### config.mk
export PLATFORM = sky130hd
export DESIGN_NAME = fft_bin_mag_flat
export DESIGN_NICKNAME = d
export VERILOG_FILES = /design/src/rtl/fft_bin_mag_if.sv /design/src/rtl/fft_bin_mag.sv /design/src/flat_wrapper.sv
export SDC_FILE = /design/constraint.sdc
export NUM_CORES = 1
export LEC_CHECK = 0
export ABC_AREA = 1
export CAP_MARGIN = 20
export CORE_MARGIN = 1
export CORE_UTILIZATION = 28
export DETAILED_ROUTE_END_ITERATION = 8
export PLACE_DENSITY = 0.52
export SYNTH_ARGS = -nofsm -noshare
export SYNTH_HDL_FRONTEND = slang
export SYNTH_SLANG_ARGS = --single-unit
### constraint.sdc
create_clock -name clk -period 6.14 [get_ports clk]
set_input_delay 0.614 -clock clk [delete_from_list [all_inputs] [get_ports clk]]
set_output_delay 0.614 -clock clk [all_outputs]
set_load 0.01 [all_outputs]
### src/rtl/fft_bin_mag_if.sv
// Bus between the FFT output stage and the bin-magnitude block.
// Peak-report signals exist only when FFT_PEAK_EN is defined.
interface fft_bin_mag_if;
  logic               finish_i;
  logic signed [16:0] answer_i;
  logic               mag_valid_o;
  logic        [16:0] mag_o;
  logic        [4:0]  bin_o;
  logic               frame_done_o;
`ifdef FFT_PEAK_EN
  logic        [4:0]  peak_bin_o;
  logic        [16:0] peak_mag_o;
`endif

  modport master (
    output finish_i, answer_i,
    input  mag_valid_o, mag_o, bin_o, frame_done_o
`ifdef FFT_PEAK_EN
    , input peak_bin_o, peak_mag_o
`endif
  );

  modport slave (
    input  finish_i, answer_i,
    output mag_valid_o, mag_o, bin_o, frame_done_o
`ifdef FFT_PEAK_EN
    , output peak_bin_o, peak_mag_o
`endif
  );
endinterface

### src/rtl/fft_bin_mag.sv
// Per-bin magnitude estimate (max + min/2) from a 64-word real/imag FFT frame.
// Optional frame peak tracker enabled by defining FFT_PEAK_EN.
module fft_bin_mag (
  input  logic          clk,
  input  logic          rst_n,
  fft_bin_mag_if.slave  bus
);
  typedef enum logic {S_REAL = 1'b0, S_IMAG = 1'b1} state_t;

  state_t             state, state_next;
  logic [5:0]         cnt;
  logic               accept_re, accept_im;
  logic signed [16:0] re_buf [32];
  logic [16:0]        abs_re, abs_im, mag_big, mag_small, mag_calc;

  // Unsigned 17-bit result so the most negative input maps to 65536.
  function automatic logic [16:0] abs17(input logic signed [16:0] x);
    return x[16] ? (~x + 17'd1) : x;
  endfunction

  // NOTE: every signal assigned in always_comb gets a default first, so no path leaves it unassigned and no latch is inferred.
  always_comb begin
    state_next = state;
    accept_re  = 1'b0;
    accept_im  = 1'b0;
    case (state)
      S_REAL: if (bus.finish_i) begin
        accept_re = 1'b1;
        if (cnt == 6'd31) state_next = S_IMAG;
      end
      S_IMAG: if (bus.finish_i) begin
        accept_im = 1'b1;
        if (cnt == 6'd63) state_next = S_REAL;
      end
    endcase
  end

  // NOTE: sequential state uses non-blocking assignments so every register samples pre-edge values.
  always_ff @(posedge clk or negedge rst_n) begin
    if (!rst_n) begin
      state <= S_REAL;
      cnt   <= 6'd0;
    end else begin
      state <= state_next;
      if (bus.finish_i) cnt <= cnt + 6'd1;
    end
  end

  // NOTE: the real buffer is plain storage with no reset; it is always written before it is read in a frame.
  always_ff @(posedge clk) begin
    if (accept_re) re_buf[cnt[4:0]] <= bus.answer_i;
  end

  always_comb begin
    abs_re = abs17(re_buf[cnt[4:0]]);
    abs_im = abs17(bus.answer_i);
    if (abs_re >= abs_im) begin
      mag_big   = abs_re;
      mag_small = abs_im;
    end else begin
      mag_big   = abs_im;
      mag_small = abs_re;
    end
    // Worst case 65536 + 32768 = 98304, which fits in 17 bits.
    mag_calc = mag_big + (mag_small >> 1);
  end

  always_ff @(posedge clk or negedge rst_n) begin
    if (!rst_n) begin
      bus.mag_valid_o  <= 1'b0;
      bus.mag_o        <= 17'd0;
      bus.bin_o        <= 5'd0;
      bus.frame_done_o <= 1'b0;
    end else begin
      bus.mag_valid_o  <= accept_im;
      bus.frame_done_o <= accept_im && (cnt == 6'd63);
      if (accept_im) begin
        bus.mag_o <= mag_calc;
        bus.bin_o <= cnt[4:0];
      end
    end
  end

`ifdef FFT_PEAK_EN
  logic [16:0] run_mag;
  logic [4:0]  run_bin;

  // Bin 31 is compared directly against the running max so it lands in the same report.
  always_ff @(posedge clk or negedge rst_n) begin
    if (!rst_n) begin
      run_mag        <= 17'd0;
      run_bin        <= 5'd0;
      bus.peak_mag_o <= 17'd0;
      bus.peak_bin_o <= 5'd0;
    end else begin
      if (accept_re && cnt == 6'd0) begin
        run_mag <= 17'd0;
        run_bin <= 5'd0;
      end else if (accept_im && mag_calc > run_mag) begin
        run_mag <= mag_calc;
        run_bin <= cnt[4:0];
      end
      if (accept_im && cnt == 6'd63) begin
        if (mag_calc > run_mag) begin
          bus.peak_mag_o <= mag_calc;
          bus.peak_bin_o <= 5'd31;
        end else begin
          bus.peak_mag_o <= run_mag;
          bus.peak_bin_o <= run_bin;
        end
      end
    end
  end
`endif
endmodule
### src/flat_wrapper.sv
// flat-port wrapper written by rule: the top's interface ports become plain ports
module fft_bin_mag_flat 
  (clk, rst_n, bus_finish_i, bus_answer_i, bus_mag_valid_o, bus_mag_o, bus_bin_o, bus_frame_done_o);
  fft_bin_mag_if bus_i ();
  input  logic clk;
  input  logic rst_n;
  input wire logic [$bits(bus_i.finish_i)-1:0] bus_finish_i;
  input wire logic [$bits(bus_i.answer_i)-1:0] bus_answer_i;
  output wire logic [$bits(bus_i.mag_valid_o)-1:0] bus_mag_valid_o;
  output wire logic [$bits(bus_i.mag_o)-1:0] bus_mag_o;
  output wire logic [$bits(bus_i.bin_o)-1:0] bus_bin_o;
  output wire logic [$bits(bus_i.frame_done_o)-1:0] bus_frame_done_o;
  assign bus_i.finish_i = bus_finish_i;
  assign bus_i.answer_i = bus_answer_i;
  assign bus_mag_valid_o = bus_i.mag_valid_o;
  assign bus_mag_o = bus_i.mag_o;
  assign bus_bin_o = bus_i.bin_o;
  assign bus_frame_done_o = bus_i.frame_done_o;
  fft_bin_mag u_core (.clk(clk), .rst_n(rst_n), .bus(bus_i));
endmodule
==> impl_metrics.yaml <==
synthesis:
  synthesis.area_um2: 26300
  synth_area_leaders: "edfxtp_1, nand2_1, inv_1"
  yosysSeqAreaShare: 0.650
  yosys.cell_count.top_type: "nand2_1"
  yosys.area.top_type: "edfxtp_1"
  synth-seq-cells: 575
  postSynth.asyncResetShare: 0.0539
  netlist_instances: 2664
  synth_ff_type: "edfxtp_1"
  synth_top_area_share: 0.620
  syn_nets: 2724
  syn_avg_cell_area_um2: 9.89
  synth_common_cells: "nand2_1, edfxtp_1, inv_1"
  synth_cell_types: 46
  yosysWarnings: 0
  synth_edf_count: 544
floorplanning:
  initial_utilization: 0.283
  die_area_um2: 95300
  fp.dieW_um: 309
  row_count: 112
  core_area_um2: 93200
  die_h_um: 309
  ios: 44
power:
  total_power_mw: 19.0
  leakage_nw: 13.2
  p_per_area_nw_per_um2: 596
  vdd_ir_drop_max_uv: 601
placement:
  placed_cells: 4034
  post-place-ws_ns: -0.0286
  dp_hpwl_um: 47500
  portBuffers: 43
  place_area_um2: 29300
  gp_congestion: 0.848
grt:
  grt_max_degree: 72
  antenna_found_initial: 4
  grt_usage: 0.155
  overflow: 0
  grt_pass1_vias: 17600
  grt_pass1_wl_um: 111000
cts:
  ctsHoldBuffers: 0
  clk_latency_ns: 0.63
  cts_buffer_depth: 3
  clkTransAtPathRegs_ns: 0.06
  h-tree-depth: 2
  clockRootBuffer: "clkbuf_16"
  cts_buffers: 61
  clock_sinks: 575
  cts_tree: "yes"
worst_setup_path:
  cpMostUsedCell: "nand2_1"
  slowest_delay_ns: 0.52
  crit_arrival_ns: 6.32
  end_kind: "register"
  rr_endpoint: "u_core.bus.mag_o[14]"
  ff2ff_setup_slack_ns: 0.33
  crit_type: "reg2reg"
  cp_max_fo: 10
  start_kind: "register"
  reg2reg_from: "u_core.cnt[0]"
  cp_data_required_time_ns: 6.66
  r2r_cells: 35
  critPathSlowestCell: "dfrtp_4"
sta:
  hold_viol: 0
  setup_viol: 0
  worst_pin_slew_ns: 1.10
  clock_skew_ns: 0.0179
  relSlewSlack: 0.263
  finalCritPeriodShare: 0.945
  maxSlewViolCount: 0
  fin_ws_ns: 0.335
  fin_crit_ns: 5.81
  tns_ns: 0
  fin_hold_ws_ns: 0.0952
  fmax_mhz: 172
final_layout:
  drive_gt1_frac: 0.128
  area_growth_pct: 21.3
  nets: 2931
  final_cells: 4175
  design_area_um2: 31900
  seq_area_um2: 17100
  utilization: 0.343
  multi_input_area_um2: 7780
  nFillCells: 9479
routing:
  wire_per_inst_um: 18.4
  drt_iter0_drc: 1497
  wirelength_um: 76800
  drc_errors: 0
  ant_nets: 0
  viasPerCell: 4.49
  dr.pass1.iters: 6
  via_count: 18700
flow_run:
  max-cap-violations: 0
outcome:
  status: "complete, no violations"
hold_path:
  min_path_type: "in2async"
-- sequential cells by signal, indices dropped and copies added, names as in the netlist --
name and count:
u_core.bus.bin_o 5, u_core.state 1, u_core.bus.mag_valid_o 1, u_core.bus.mag_o 17, u_core.bus.frame_done_o 1, u_core.cnt 6
u_core.re_buf 544
-- report_power, final --
part / switching (mW) / internal [mW]
Clock: 1.54 / 2.08
Sequential: 0.101 / 4.54
Combinational: 6.00 / 4.78
Total: 7.64 / 11.4
-- layout by cell type, fill, tap and decap left out, drive strengths merged, types with 2 or more instances in the layout --
cell type      count
nor4               3
bufinv             6
nand3            126
nor2             238
a21o               3
a21oi             31
clkinv            23
inv              270
dfrtp             31
a22o               2
buf              211
nor3              17
ha                39
nand4              7
nand3b             2
a31oi              4
o31ai              2
a21boi             3
clkdlybuf4s50     39
or2                6
o22ai              4
clkbuf            87
xor2              19
o21ai            197
xnor2             10
and2               2
edfxtp           544
nand2            985
-- cell type report --
cell class | instances | share of cell area
timing repair buffer | 256 | 0.0773
multi-input combinational | 1708 | 0.244
antenna | 1 | 0.0000783
inverter | 266 | 0.0324
clock inverter | 31 | 0.0102
timing repair inverter | 3 | 0.00121
clock buffer | 81 | 0.0501
sequential | 575 | 0.536
tap | 1254 | 0.0491
-- critical path, delay by kind of cell, from the launching register on --
family / cells / cell delay [ns]
buffers and inverters: 8 / 1.09
and+or+nand+nor: 13 / 1.58
DFF: 1 / 0.52
AOI/OAI and AO/OA: 10 / 1.45
adders and majority gates: 3 / 0.84
xor gates and xnor gates: 1 / 0.17
-- repair_timing --
action,CTS,global route
resized for setup,2,71
hold endpoints to repair,0,0
setup endpoints to repair,2,11
setup buffers,0,13
cloned,0,10
pin swaps,0,12
-- layer usage --
metal / wire (um) / up-vias / global-route usage
met4: 1580 / 4 / 0.0417
met2: 36500 / 466 / 0.259
li1: - / 9156 / -
met1: 34300 / 9028 / 0.210
met3: 4420 / 95 / 0.0219
met5: 27 / - / 0
-- how the worst max path moves through the flow --
stage	start	endpoint	slack, ns	depth (start not counted)
detailed placement	u_core.cnt[0]	u_core.bus.mag_o[13]	-0.03	36
global route	u_core.cnt[0]	u_core.bus.mag_o[14]	-0.05	39
floorplan	u_core.cnt[0]	u_core.bus.mag_o[13]	0.34	42
global placement	u_core.cnt[0]	u_core.bus.mag_o[13]	-0.003	37
CTS	u_core.cnt[0]	u_core.bus.mag_o[13]	0.009	37
finish	u_core.cnt[0]	u_core.bus.mag_o[14]	0.33	35
-- kinds of logic (layout without fill, tap and decap cells) --
group	after synthesis	after routing	synth area share
simple gates	1386	1386	0.209
mux	1	1	0.000380
buf+inv	381	637	0.0619
fa+ha+maj	40	40	0.0193
other cells	0	1	0
compound gates	252	252	0.0500
xor+xnor	29	29	0.00993
flops	575	575	0.650
(Power assumes the default switching activity.)
